$ cat config.mk
export PLATFORM = sky130hd
export DESIGN_NAME = rr_arb4
export DESIGN_NICKNAME = d
export VERILOG_FILES = /design/src/rtl/rr_arb4.sv
export SDC_FILE = /design/constraint.sdc
export NUM_CORES = 1
export LEC_CHECK = 0
export ABC_AREA = 1
export CORE_MARGIN = 5
export CORE_UTILIZATION = 60
export CTS_CLUSTER_DIAMETER = 60
export DETAILED_ROUTE_END_ITERATION = 16
export DONT_BUFFER_PORTS = 1
export PLACE_DENSITY_LB_ADDON = 0.12
export SETUP_SLACK_MARGIN = 0.02
export SKIP_CTS_REPAIR_TIMING = 1
export SLEW_MARGIN = 40
export SYNTH_ARGS = -nofsm -noshare
export SYNTH_HDL_FRONTEND = slang
export SYNTH_SLANG_ARGS = --single-unit
$ cat constraint.sdc
create_clock -name clk -period 4.58 [get_ports clk]
set_input_delay 1.145 -clock clk [delete_from_list [all_inputs] [get_ports clk]]
set_output_delay 1.145 -clock clk [all_outputs]
set_load 0.02 [all_outputs]
$ cat src/rtl/rr_arb4.sv
// rr_arb4 - four-requester round-robin arbiter for a single-owner resource.
//
// The owner keeps the grant until it drops its request. If it holds the
// grant for HOLD_MAX consecutive cycles while another requester waits, the
// grant is rotated to the next requester in round-robin order. A HOLD_MAX
// of 0 disables this rotation.
//
// Ports:
//   clk     - system clock, all state updates on the rising edge
//   rst_n   - asynchronous active-low reset
//   req     - request vector, bit i high: requester i wants/holds the resource
//   gnt     - registered one-hot grant, all-zero when nobody owns the resource
//   gnt_id  - registered binary index of the owner, 0 when gnt is 0
//   gnt_vld - registered, high when any gnt bit is high
//
// req is only sampled at clock edges; every output comes straight from a
// flop, so there is no combinational path from req to any output.

module rr_arb4 #(
  parameter int unsigned HOLD_MAX = 8
) (
  input  logic       clk,
  input  logic       rst_n,
  input  logic [3:0] req,
  output logic [3:0] gnt,
  output logic [1:0] gnt_id,
  output logic       gnt_vld
);

  localparam int unsigned HW = (HOLD_MAX > 0) ? $clog2(HOLD_MAX + 1) : 1;
  localparam logic [HW-1:0] HOLD_LIM = HW'(HOLD_MAX);
  localparam logic [HW-1:0] HOLD_ONE = HW'(1);

  typedef enum logic {
    IDLE  = 1'b0,
    GRANT = 1'b1
  } state_t;

  state_t          state, state_d;
  logic [1:0]      last, last_d;
  logic [HW-1:0]   hold_cnt, hold_d;
  logic [3:0]      gnt_d;
  logic [1:0]      id_d;
  logic            vld_d;
  logic [3:0]      others;
  logic [2:0]      pick;

  function automatic logic [3:0] onehot(input logic [1:0] idx);
    return 4'b0001 << idx;
  endfunction

  // Returns {found, index}: first set bit of cand searching from (from+1)
  // upward with wrap-around, so 'from' itself is examined last.
  function automatic logic [2:0] rr_pick(input logic [3:0] cand,
                                         input logic [1:0] from);
    logic [2:0] res;
    logic [1:0] idx;
    res = '0;
    for (int unsigned k = 1; k <= 4; k++) begin
      idx = from + 2'(k);
      if (!res[2] && cand[idx]) begin
        res = {1'b1, idx};
      end
    end
    return res;
  endfunction

  always_comb begin
    state_d = state;
    last_d  = last;
    hold_d  = hold_cnt;
    others  = req & ~onehot(last);
    pick    = '0;

    case (state)
      IDLE: begin
        pick = rr_pick(req, last);
        if (pick[2]) begin
          state_d = GRANT;
          last_d  = pick[1:0];
          hold_d  = HOLD_ONE;
        end
      end

      GRANT: begin
        // Release and preemption both choose among the non-owners; searching
        // from the owner's index already yields round-robin order for them.
        pick = rr_pick(others, last);
        if (!req[last]) begin
          if (pick[2]) begin
            last_d = pick[1:0];
            hold_d = HOLD_ONE;
          end else begin
            state_d = IDLE;
            hold_d  = '0;
          end
        end else if (HOLD_MAX != 0 && hold_cnt == HOLD_LIM && pick[2]) begin
          last_d = pick[1:0];
          hold_d = HOLD_ONE;
        end else if (HOLD_MAX != 0 && hold_cnt != HOLD_LIM) begin
          hold_d = hold_cnt + HOLD_ONE;
        end
      end

      default: begin
        state_d = IDLE;
        hold_d  = '0;
      end
    endcase

    // Outputs are derived from the next state so gnt, gnt_id and gnt_vld
    // are always registered together and mutually consistent.
    if (state_d == GRANT) begin
      gnt_d = onehot(last_d);
      id_d  = last_d;
      vld_d = 1'b1;
    end else begin
      gnt_d = '0;
      id_d  = '0;
      vld_d = 1'b0;
    end
  end

  always_ff @(posedge clk or negedge rst_n) begin
    if (!rst_n) begin
      state    <= IDLE;
      last     <= 2'd3;
      hold_cnt <= '0;
      gnt      <= '0;
      gnt_id   <= '0;
      gnt_vld  <= 1'b0;
    end else begin
      state    <= state_d;
      last     <= last_d;
      hold_cnt <= hold_d;
      gnt      <= gnt_d;
      gnt_id   <= id_d;
      gnt_vld  <= vld_d;
    end
  end

endmodule

# After elaboration in Yosys (flattened, before gate mapping)
# Index checks and enable logic that the tools add are counted.
[totals] register_bits=14 out_inout_bits=7 wordCells=87
[op_classes] add_sub_neg=4 n_lt_le_gt_ge=4 eq_ne=4 shifts=2 mux=50 bitwise_logic=3 n_reduce_logical=14
[op_table] operator="$mux 3" count=16
[op_table] operator="$mux 4" count=5
[op_table] operator="$bmux 1 s2" count=8
[op_table] operator="$mux 1" count=13
[op_table] operator="$lt 2x3->1 const B" count=4
[op_table] operator="$mux 2" count=5
[op_table] operator="$pmux 4 s2" count=1
[op_table] operator="$shl 1x2->4 const A" count=2
[op_table] operator="$logic_and 1x1->1" count=7
[op_table] operator="$logic_not 1->1" count=6
[op_table] operator="$add 2x2->2 const B" count=2
[op_table] operator="$add 4x1->4 const B" count=1
[op_table] operator="$and 4x4->4" count=1
[op_table] operator="$eq 4x4->1 const B" count=1
[op_table] operator="$ne 4x2->1 const B" count=1
[op_table] operator="$ne 4x4->1 const B" count=1
[op_table] operator="$not 4->4" count=1
[op_table] operator="$pmux 2 s2" count=1
[op_table] operator="$add 2x1->2 const B" count=1
[op_table] operator="$ne 2x1->1 const B" count=1
[op_table] operator="$pmux 1 s2" count=1
[op_table] operator="$reduce_and 2->1" count=1
[op_table] operator="$not 1->1" count=1

# Longest topological paths before layout
# Gate-level depths: netlist of run 1.
[depth] word_depth=25 mapped_depth=17 depth_no_buf=15

# Least setup slack after synthesis of run 1
# No wires, ideal clock.
[synth_timing] path_type="register -> register" start="register last[0]" end="register hold_cnt[0]" setup_time_ns=0.119 arrival_time_ns=2.091 t_required_ns=4.461 setup_slack_ns=2.369 stages_incl_launch_ff=16 period_less_slack_ns=2.211 path_cell_list="dfstp_2 buf_6 inv_4 buf_8 ha_1 buf_2 inv_1 nand3_1 nand2_1 nand3_4 nor2_4 nand2_2 nand2_2 inv_2 nand2_2 o21ai_2"
[synth_between] elab_chain_len=23
[synth_lines] element="start: declaration" line_no="40" rtl="logic [1:0] last, last_d;"
[synth_lines] element="start signal: assignment" line_no="134" rtl="last <= last_d;"
[synth_lines] element="parallel branches: the longest is 23 deep, another holds $add 2x1->2"
[synth_lines] element="end signal: assignment" line_no="135" rtl="hold_cnt <= hold_d;"
[synth_lines] element="end: declaration" line_no="41" rtl="logic [HW-1:0] hold_cnt, hold_d;"
# Several ways; the timed one is not identified. The select of a mux whose other input is x is not followed.
# A chain may end at the register's enable or synchronous reset.

# Final worst setup path of run 1
# Ends and elaborated chain as after synthesis.

==> results.toml, run 1 <==
[timing]
rsz0062_at_grt = "no"
setup_viol = 0
slew_headroom = 0.662
fin_crit_ps = 2410
slew_violations = 0
fin_skew_ps = 9.70
hold_viol = 0
post-route-period-util = 0.526
finalSetupTns_ps = 0
max_freq_mhz = 415
worst_pin_slew_ps = 506
hold_ws_ps = 559

[yosys]
ys_ff_latch = 13
synth_cells = 167
yosysSeqAreaShare = 0.265
synthArstFlopShare = 1.00
synth_edf_count = 0
syn-num-nets = 179
synth_warnings = 0
netlist_area_mm2 = 0.00123
synth.distinct_cells = 30
avgSynthCellArea_um2 = 7.39
synth_ff_type = "dfrtp_1"

[clock_tree]
cts.sinks = 13
clk_path_buf_depth = 2
cts-htree-levels = 1
cts_root_buf = "clkbuf_4"
clk_latency_ps = 270
cts_tree = "yes"
clk_pin_slew_worst_paths_ps = 80
numCtsBuffers = 3

[route]
route.detailed.drc = 0
drt-initial-drc-count = 27
vias_per_cell = 5.28
wirelength_um = 2340
firstDrtPassIters = 4
ant_nets = 0
post_drt_wl_per_cell_um = 12.1
via_count = 1024

[die]
die-area_mm2 = 0.00307
initial_core_util = 0.629
die_x_um = 55.4
rows = 16
coreArea_mm2 = 0.00196
die_height_um = 55.4
ioPinCount = 13

[placed_design]
dp.final_hpwl_um = 1980
numPortBuffers = 0
routabilityCongestion = 0.929

[worst_setup_path]
crit_path_max_fanout = 13
cp.arrival_ps = 2560
cp-start-kind = "flip-flop"
cp-end-kind = "flip-flop"
crit_required_ps = 4730
path_class = "reg2reg"

[global_routing]
grt_max_degree = 14
track_usage = 0.160
grt_pass1_vias = 986
grt_pass1_wl_um = 4190
grt_antenna_before_repair = 0
grt-ovfl-total = 0

[finish]
area_growth_pct = 1.72
final_net_count = 180
antenna_cells = 0
drive_gt1_frac = 0.281

[run]
drv_cap = 0

[worst_hold_path]
hold_path_class = "in2async"

[status]
status = "finished clean"
[flip-flops by register name, indices dropped and copies added (netlist names)]
name and flops:
gnt 4, hold_cnt 4, gnt_vld 1, last 2, gnt_id 2
[cell families after synthesis]
logic type	share of synthesized area
AND/OR/NAND/NOR	0.478
flip-flops	0.265
AO/OA/AOI/OAI	0.0831
buffers and inverters	0.112
adder cells (fa/ha/maj)	0.0608
[stage by stage]
step,util,instance area (um^2),setup slack [ps],cells
finish,0.640,1260,2170,194
global route,0.640,1260,2000,194
CTS,0.640,1260,2180,194
detailed placement,0.627,1230,2200,190
global placement,0.627,1230,2220,190
floorplan,-,1230,2370,167
[per-layer routing]
layer,GRT usage,share of wire
met1,0.213,0.48
met2,0.282,0.49
met3,0.0326,0.027
met4,0.00347,0
met5,0,0
[placed cells by master (no fill, tap or decap), types with 5 or more instances in the layout]
master	Yosys	final
nand2_1	43	43
nand3_1	21	21
inv_1	20	20
nand2_2	11	11
dfrtp_1	11	11
o21ai_2	7	7
nand3_2	6	6
ha_1	6	6
inv_2	5	5
nand4_1	5	5
nor2_1	5	5
[worst max-delay path, cell delays in order (launching register included)]
cell and delay, ps:
dfstp_2 680, inv_4 130, ha_1 440, inv_1 150, nand3_1 80, nand2_1 140
nand3_4 140, nor2_4 150, nand2_2 110, nand2_2 80, inv_2 60, nand2_2 70
o21ai_2 50
[synth_stat cells (2+ instances only)]
library cell | count | area [um^2]
dfrtp_1 | 11 | 275
dfstp_2 | 2 | 52.6
ha_1 | 6 | 75.1
inv_1 | 20 | 75.1
inv_2 | 5 | 18.8
nand2_1 | 43 | 161
nand2_2 | 11 | 68.8
nand3_1 | 21 | 105
nand3_2 | 6 | 60.1
nand3_4 | 2 | 35.0
nand4_1 | 5 | 31.3
nor2_1 | 5 | 18.8
nor2_2 | 4 | 25.0
nor2_4 | 2 | 22.5
o21ai_1 | 3 | 15.0
o21ai_2 | 7 | 61.3
[area by class of cell]
type / instances / area (um^2)
multi-input combinational: 124 / 768
fill: 185 / 706
sequential: 13 / 328
inverter: 26 / 100
tap: 27 / 33.8
clock buffer: 4 / 26.3
[path summary, 6_finish.rpt]
path	startpoint	endpoint	slack (ps)	cells past startpoint
min in group clk	hold_cnt[2]	hold_cnt[2]	570	3
setup reg to reg	last[0]	hold_cnt[0]	2170	12
setup / recovery	last[0]	hold_cnt[0]	2170	12
max in group asynchronous	rst_n	last[0]	3850	0
hold / removal	rst_n	gnt[0]	560	0
hold reg to reg	hold_cnt[2]	hold_cnt[2]	570	3
Power of run 1 is not shown: default switching activity piles up to over one toggle a cycle in this logic, so the estimate is an artifact.
==> run 2, diff against run 1 <==
- clock period: 4.58 -> 2.4 ns (I/O delays scaled with it)
==> run 2 against run 1 <==
  * Routed wire length grew 6.5%
  * Fmax grew 15%
  * Critical path depth shrank 1
  * Worst setup slack lost 1900 ps
  * Global-route usage grew 0.39 points
  * Largest cell class unchanged
  * Sequential share of layout area shrank 0.71 points
  * Critical path type unchanged
  * Die area is the same
  * Count of clock-buffer cells in the layout is the same
  * Sequential cell count is the same
==> results.toml, run 2 (same netlist as run 1, synthesis figures left out) <==
[finish]
final_common_cell = "nand2_1"
final_net_count = 184
post-route-util = 0.658
num-fill-cells = 198
reg.largest.list = "gnt (4), hold_cnt (4)"
area_growth_pct = 4.56
drive_gt1_frac = 0.298
final_cell_mix = "nand2_1, nand3_1, inv_1"
antenna_cells = 0

[placed_design]
dp.final_hpwl_um = 2000
place_ws_ps = 221
routabilityCongestion = 0.887
numPortBuffers = 0

[worst_setup_path]
r2r-end = "gnt[0]"
crit_path_max_fanout = 13
cp_common_cell = "nand2_1"
path_delay_family = "simple AND/OR/NAND/NOR gates"
cp.arrival_ps = 2270
path_class = "reg2reg"
cp-start-kind = "flip-flop"
r2r_cells = 11
rrSetupSlack_ps = 300
cp-end-kind = "flip-flop"
crit_path_max_incr_delay_ps = 560
path_cells = "inv_4 -> ha_2 -> inv_1 -> nand3_1 -> nand2_1 -> nand3_4 -> nand4_1 -> nand2_1 -> nand2_1 -> nand2_2 -> nor2_1"
crit_required_ps = 2570
cp_slowest_cell = "dfstp_2"
reg2reg_from = "last[0]"
worst-path-buf-inv = 2

[route]
vias_per_cell = 5.38
post_drt_wl_per_cell_um = 12.6
wirelength_um = 2490
firstDrtPassIters = 4
via_count = 1065
route.detailed.drc = 0
drt-initial-drc-count = 36
ant_nets = 0

[global_routing]
grt-ovfl-total = 0
grt_antenna_before_repair = 0
track_usage = 0.164
grt_pass1_vias = 1011
grt_max_degree = 14
grt_pass1_wl_um = 4120

[timing]
worst_pin_slew_ps = 518
layout_setup_ws_ps = 298
setup_viol = 0
finalSetupTns_ps = 0
rsz0062_at_grt = "no"
slew_violations = 0
slew_headroom = 0.653
hold_ws_ps = 164
post-route-period-util = 0.876
fin_crit_ps = 2100
max_freq_mhz = 476
hold_viol = 0
fin_skew_ps = 12.9

[die]
coreArea_mm2 = 0.00196
initial_core_util = 0.629
die-area_mm2 = 0.00307
rows = 16
die_height_um = 55.4
die_x_um = 55.4
ioPinCount = 13

[clock_tree]
clk_path_buf_depth = 2
clk_pin_slew_worst_paths_ps = 70
numCtsBuffers = 3
cts.sinks = 13
clk_latency_ps = 280
cts-htree-levels = 1
cts_root_buf = "clkbuf_4"
cts_tree = "yes"

[worst_hold_path]
hold_path_class = "in2async"

[run]
drv_cap = 0

[status]
status = "finished clean"
run 2: metrics by stage:
| stage | area (um^2) | instances |
|---|---|---|
| 2_1_floorplan | 1230 | 167 |
| 3_3_place_gp | 1250 | 193 |
| 3_5_place_dp | 1250 | 193 |
| 4_1_cts | 1280 | 197 |
| 5_1_grt | 1290 | 198 |
| 6_report | 1290 | 198 |
run 2: per-layer routing:
metal / vias up / track usage / share of wire
met5: - / 0 / 0
met4: 0 / 0.0556 / 0.0092
met3: 2 / 0.0606 / 0.051
met2: 21 / 0.294 / 0.53
met1: 491 / 0.176 / 0.41
li1: 551 / - / -
run 2: worst max-delay path by stage:
stage	start	end	slack, ps	cells after the start
final	last[0]	gnt[0]	300	11
after global placement	last[0]	gnt[0]	260	11
after floorplan	last[0]	hold_cnt[0]	190	15
after detailed placement	last[0]	gnt[1]	220	12
after CTS	last[0]	gnt[0]	210	11
after global routing	last[0]	gnt[0]	120	11
run 2: area by class of cell:
class	instances	area, um^2	area share
tap	27	33.8	0.0262
timing repair buffer	4	32.5	0.0252
inverter	26	100	0.0775
sequential	13	328	0.254
multi-input combinational	124	771	0.597
clock buffer	4	26.3	0.0203
Power of run 2 is left out for the same reason.
==> run 3, diff against run 2 <==
- ABC_AREA: 1 -> not set
- RECOVER_POWER: not set -> 50
==> run 3 against run 2 <==
  * Worst setup slack got worse by 240 ps
  * Routed wire length is 3.4% lower
  * Clock skew decreased by 10 ps
  * Die area is 14% lower
  * Non-clock buffer count rose by 7
  * Synthesized cell count fell by 38%
  * Area after synthesis shrank 17%
==> results.toml, run 3 <==
[status]
status = "finished clean"

[route]
via_count = 887
ant_nets = 0
firstDrtPassIters = 4
drt-initial-drc-count = 24
wirelength_um = 2410
vias_per_cell = 6.67
post_drt_wl_per_cell_um = 18.1
route.detailed.drc = 0

[yosys]
synth.distinct_cells = 45
yosysSeqAreaShare = 0.318
synth_xor_xnor_area_share = 0
synth_cells = 103
synthArstFlopShare = 1.00
yosys.area_share.simple = 0.233
synth_top_area_cell = "dfrtp_1"
synth_edf_count = 0
synth_warnings = 0
synthAdderAreaFrac = 0.0729
synth_compound_area_frac = 0.190
avgSynthCellArea_um2 = 10.0
synth_most_common_cell = "dfrtp_1"
synthTopCellsByArea = "dfrtp_1, ha_1, mux4_2"
synth_commonest_cells = "dfrtp_1, ha_1, nand2_1, nand2b_1, nor2_1"
synth_top_area_share = 0.267
synthMuxAreaShare = 0.146
synth_ff_type = "dfrtp_1"
ys_ff_latch = 13
netlist_area_mm2 = 0.00103
synth_top_family_by_area = "simple AND/OR/NAND/NOR gates"
syn-num-nets = 115

[pwr]
power_leakage_nw = 0.530
power.density_mw_per_mm2 = 1430
peakVddDrop_mv = 0.860

[worst_setup_path]
cp-end-kind = "flip-flop"
path_class = "reg2reg"
crit_cells = 8
cp_slowest_cell = "dfstp_2"
crit_path_max_incr_delay_ps = 590
crit_path_max_fanout = 6
path_cells = "buf_6 -> ha_4 -> and2b_2 -> mux4_2 -> a21oi_4 -> o2111ai_2 -> a2bb2oi_4 -> nor3b_2"
cp.arrival_ps = 2540
cp-start-kind = "flip-flop"
worst-path-buf-inv = 1
crit_required_ps = 2600
path_delay_family = "flip-flops"
r2r_cells = 8

[finish]
antenna_cells = 0
final_net_count = 129
final_common_cell = "dfrtp_1"
reg.largest.list = "gnt (4), hold_cnt (4)"
drive_gt1_frac = 0.310
post-route-util = 0.747
area_growth_pct = 21.1
final_cell_mix = "dfrtp_1, buf_4, nand2_1, nor2_1"
stdcell_count = 133

[global_routing]
grt_max_degree = 15
grt_pass1_wl_um = 3600
grt_pass1_vias = 814
grt-ovfl-total = 0
grt_antenna_before_repair = 0
track_usage = 0.181

[timing]
worst_pin_slew_ps = 476
fin_skew_ps = 2.53
finalSetupTns_ps = 0
setup_viol = 0
slew_headroom = 0.674
layout_setup_ws_ps = 57.1
post-route-period-util = 0.976
rsz0062_at_grt = "yes"
max_freq_mhz = 427
fin_crit_ps = 2340
slew_violations = 0
hold_viol = 0

[placed_design]
place_ws_ps = 67.5
routabilityCongestion = 0.815
dp.cells = 125
dp.final_hpwl_um = 1680
numPortBuffers = 0

[die]
die_x_um = 51.4
coreArea_mm2 = 0.00167
rows = 15
die-area_mm2 = 0.00264
initial_core_util = 0.616
die_height_um = 51.4
ioPinCount = 13

[run]
drv_cap = 0

[clock_tree]
clk_latency_ps = 280
clk_path_buf_depth = 2
cts_root_buf = "clkbuf_4"
numCtsBuffers = 3
clk_pin_slew_worst_paths_ps = 80
cts.sinks = 13
cts-htree-levels = 1
cts_tree = "yes"

[worst_hold_path]
hold_path_class = "in2async"
[run 3: kinds of logic after synthesis]
logic type	count (synthesis)
multiplexers	8
adder cells (fa/ha/maj)	6
flip-flops	13
AO/OA/AOI/OAI	27
AND/OR/NAND/NOR	41
buffers and inverters	8
[run 3: where the power goes]
part	internal, mW	total, mW	switching (mW)
clock	0.0619	0.136	0.0738
combinational	0.600	1.18	0.578
sequential	0.328	0.466	0.138
total	0.990	1.78	0.789
[run 3: path summary, 6_finish.rpt]
kind | start | endpoint | slack [ps]
min reg2reg | hold_cnt[3] | hold_cnt[3] | 490
min | rst_n | last[1] | 160
min in group clk | hold_cnt[3] | hold_cnt[3] | 490
max | last[0] | gnt[1] | 60
max in group asynchronous | rst_n | gnt[2] | 1350
max reg2reg | last[0] | gnt[1] | 60
[run 3: per-stage QoR]
step                hold WS [ps]  power [mW]  area [um^2]
global route                 141        1.91         1250
finish                       155        1.78         1250
detailed placement           305        1.40         1080
global placement             305        1.38         1080
floorplan                    304        1.19         1030
CTS                         2.26        1.53         1110
[run 3: area by class of cell]
type / count / area [um^2]
flip-flops and latches: 13 / 328
clock buffers: 3 / 22.5
fillers: 113 / 423
repair buffers: 11 / 96.3
inverters: 6 / 25.0
well taps: 17 / 21.3
clock inverters: 1 / 5.00
multi-input cells: 82 / 749
[run 3: metal layers]
metal	vias to the layer above	global-route usage	wire, um
met5	-	0	0
met4	0	0.0568	37
met3	6	0.0583	143
met2	27	0.286	1190
met1	433	0.233	1040
li1	421	-	-
Note: power is estimated with default switching activity, not from simulation.
==> RTL change 1 (settings of run 3) <==
The parameter `HOLD_MAX` goes from 8 to 4.
--- a/src/rtl/rr_arb4.sv
+++ b/src/rtl/rr_arb4.sv
@@ -17,7 +17,7 @@
 // flop, so there is no combinational path from req to any output.
 
 module rr_arb4 #(
-  parameter int unsigned HOLD_MAX = 8
+  parameter int unsigned HOLD_MAX = 4
 ) (
   input  logic       clk,
   input  logic       rst_n,
Check against the original RTL: not equivalent (a bounded check fails within 10 cycles, from zero or initial values and one cycle with rst_n low).
==> RTL change 1 against run 3 <==
Sequential cell count is 1 lower; cell area is 3.6% higher; count of clock-buffer cells in the layout rose by 1; synthesized area grew 9.0%; setup slack lost 0.039 ns; first-iteration DRC count decreased by 67%; critical endpoint is now gnt[3]; worst hold slack improved by 0.012 ns; sequential power is 4.5% lower; wire length is 1.5% higher; clock power up 13%; sequential share of layout area fell by 2.9 points; total power rose by 17%.
==> RTL change 1: results (changes against run 3) <==
* DR WL/cell at 17.7 um (-2.2%)
* Reg-to-reg setup timing slack at 0.02 ns (-0.04 ns)
* LEAKAGE at 0.502 nW (-5.4%)
* Seq group at 0.000445 W (-4.5%)
* Clock network power at 0.000154 W (+13%)
* Clock skew at 0.00107 ns (-0.00146 ns)
* Hold slack at 0.167 ns (+0.0123 ns)
* Sequential-to-total area share from yosys stat at 27.0% (-4.9 points)
* Detailed Place HPWL at 1600 um (-5.1%)
* RR Startpoint: last[0]
* Met1 Wirelength at 988 um (-5.2%)
* Synth top area cells: dfrtp_1 22%, mux4_2 8.0%, ha_1 6.7%
* Max VDD drop at 1410 uV (+64%)
* Routability cong. at 0.813 (-0.17%)
* Met3 wire len at 163 um (+14%)
* Sw Pwr at 0.000963 W (+22%)
* Mux cell area share after synthesis at 13.3% (-1.3 points)
* Regs by FF count: gnt: 4 flops, hold_cnt: 3 flops
* WP data arrival at 2.52 ns (-0.02 ns)
* Final net count at 126 (-2.3%)
* Run status: finished, final reports clean
* Reg-to-reg critical path endpoint: gnt[3]
* Met2 routed WL at 1280 um (+8.0%)
* XOR/XNOR share of the synthesized area at 1.45% (+1.4 points)
* Vias at 870 (-1.9%)
* Initial drt markers at 8 (-67%)
* Gr usage total at 18.8% (+0.67 points)
* Top post-synthesis cells by count: 10 x dfrtp_1, 7 x nor3_1, 6 x ha_1, 6 x nand2_1, 6 x nand2b_1
* Fillers at 133 (+18%)
* First-pass GRT wire length at 3820 um (+6.1%)
* CP max stage delay at 0.62 ns (+0.03 ns)
* Vias in the first global route at 830 (+2.0%)
* Fraction of layout cells with a size suffix above 1 at 43.4% (+12 points)
* Post-synthesis compound-gate area fraction at 19.3% (+0.33 points)
[RTL change 1: cell type report]
cell class / instances / area (sq um) / area share [%]
Inverter: 7 / 36.3 / 2.81
Timing Repair Buffer: 9 / 82.6 / 6.39
Multi-Input combinational cell: 81 / 803 / 62.1
Tap cell: 25 / 31.3 / 2.42
Sequential cell: 12 / 303 / 23.4
Clock buffer: 4 / 36.3 / 2.81
[RTL change 1: stage by stage]
step	setup WS (ns)	TNS [ns]	total power, W	area, sq um
after global placement	0.0872	0	0.00156	1130
after floorplan	0.0160	0	0.00144	1160
final	0.0178	0	0.00209	1290
after global routing	-0.0657	-0.171	0.00224	1290
after CTS	0.0219	0	0.00175	1160
after detailed placement	0.0305	0	0.00159	1130
[RTL change 1: metal layers]
layer | up-vias | global-route usage (%)
met5 | - | 0
met4 | 0 | 2.98
li1 | 406 | -
met3 | 2 | 6.76
met1 | 432 | 23.6
met2 | 30 | 31.0
==> RTL change 2 (flow settings as in run 3) <==
Without the edit above. Reset style: synchronous (`rst_n`), changed in one clocked block. Comments in the files are not updated.
--- a/src/rtl/rr_arb4.sv
+++ b/src/rtl/rr_arb4.sv
@@ -121,7 +121,7 @@
     end
   end
 
-  always_ff @(posedge clk or negedge rst_n) begin
+  always_ff @(posedge clk) begin
     if (!rst_n) begin
       state    <= IDLE;
       last     <= 2'd3;
Behaviour: differs if rst_n is asserted again (counterexample within 4 cycles, from zero or initial values and one cycle with rst_n low); with rst_n held inactive, the same outputs for 10 cycles.
==> RTL change 2 against run 3 <==
Total power fell by 35%; final cell count increased by 4.5%; worst hold slack improved by 0.24 ns; sequential cell count unchanged; setup slack better by 0.055 ns; wire length decreased by 12%; sequential share of layout area shrank 2.2 points; synthesized area up 1.3%; cell area decreased by 12%; non-clock buffer count is 5 lower; global-route usage increased by 0.56 points.
==> RTL change 2: results (changes against run 3) <==
* Initial drt markers at 19 (-21%)
* FFs w/ async S/R, synth at 0% (-100 points)
* Hold WC Path Type: in2reg
* Placed cell area at 0.00106 sq mm (-2.5%)
* WP data arrival at 2.49 ns (-0.05 ns)
* Fillers at 154 (+36%)
* Sequential-to-total area share from yosys stat at 24.9% (-6.9 points)
* First-pass GRT wire length at 3770 um (+4.8%)
* Met3 wire len at 66 um (-54%)
* Top post-synthesis cells by count: 13 x dfxtp_1, 9 x nand2_1, 9 x nor2_1
* DP Worst Slack at 0.0581 ns (-0.00940 ns)
* Met1 Wirelength at 991 um (-4.9%)
* Reg2reg path depth at 9 (+1)
* Met1 Usage GRT at 23.1% (-0.19 points)
* Vias at 874 (-1.5%)
* Slew Limit Headroom at 64.7% (-2.7 points)
* DR WL/cell at 15.3 um (-16%)
* Max VDD drop at 778 uV (-9.5%)
* Met2 routed WL at 1020 um (-14%)
* Syn Inst Count at 118 (+15%)
* CP Max Fanout at 8 (+2)
* Detailed Place HPWL at 1590 um (-5.5%)
* Syn_nets at 130 (+13%)
* Run status: finished, final reports clean
* Clock skew at 0.000840 ns (-0.00169 ns)
* Gr usage total at 18.6% (+0.56 points)
* Drt via density at 6.29 (-5.7%)
* Fraction of layout cells with a size suffix above 1 at 20.5% (-11 points)
* Routability cong. at 0.878 (+7.8%)
* Gate power share at 55.2% (-11 points)
* Yosys cell types at 43 (-4.4%)
* Period Utilization, post-route at 95.3% (-2.3 points)
* Synth top area cells: dfxtp_1 25%, ha_1 7.2%, mux2i_1 5.8%
* Reg-to-reg critical path endpoint: gnt[1]
* LEAKAGE at 0.455 nW (-14%)
* Sw Pwr at 0.000498 W (-37%)
* Hold slack at 0.392 ns (+0.237 ns)
[RTL change 2: kinds of logic (layout without fill, tap and decap cells)]
family | after synthesis | in the layout | share of synthesized area [%]
AO/OA/AOI/OAI | 31 | 31 | 22.2
flip-flops | 13 | 13 | 24.9
buffers and inverters | 13 | 17 | 8.51
XOR/XNOR | 1 | 1 | 1.56
AND/OR/NAND/NOR | 43 | 43 | 21.9
adder cells (fa/ha/maj) | 6 | 6 | 7.19
multiplexers | 11 | 11 | 13.7
[RTL change 2: critical path, stage by stage, from the launching register on]
cell and delay, ns:
dfxtp_2 0.37, inv_6 0.11, ha_1 0.17, and2b_1 0.19, mux4_2 0.49, a2bb2oi_2 0.17
a32oi_2 0.27, xnor2_2 0.15, buf_4 0.16, nor3_1 0.14
[RTL change 2: area by class of cell]
type,count,share of cell area [%]
Clock buffer,3,2.06
Timing Repair Buffer,6,5.04
Clock inverter,1,0.458
Inverter,7,2.86
Multi-Input combinational cell,92,63.6
Sequential cell,13,24.1
Tap cell,17,1.95
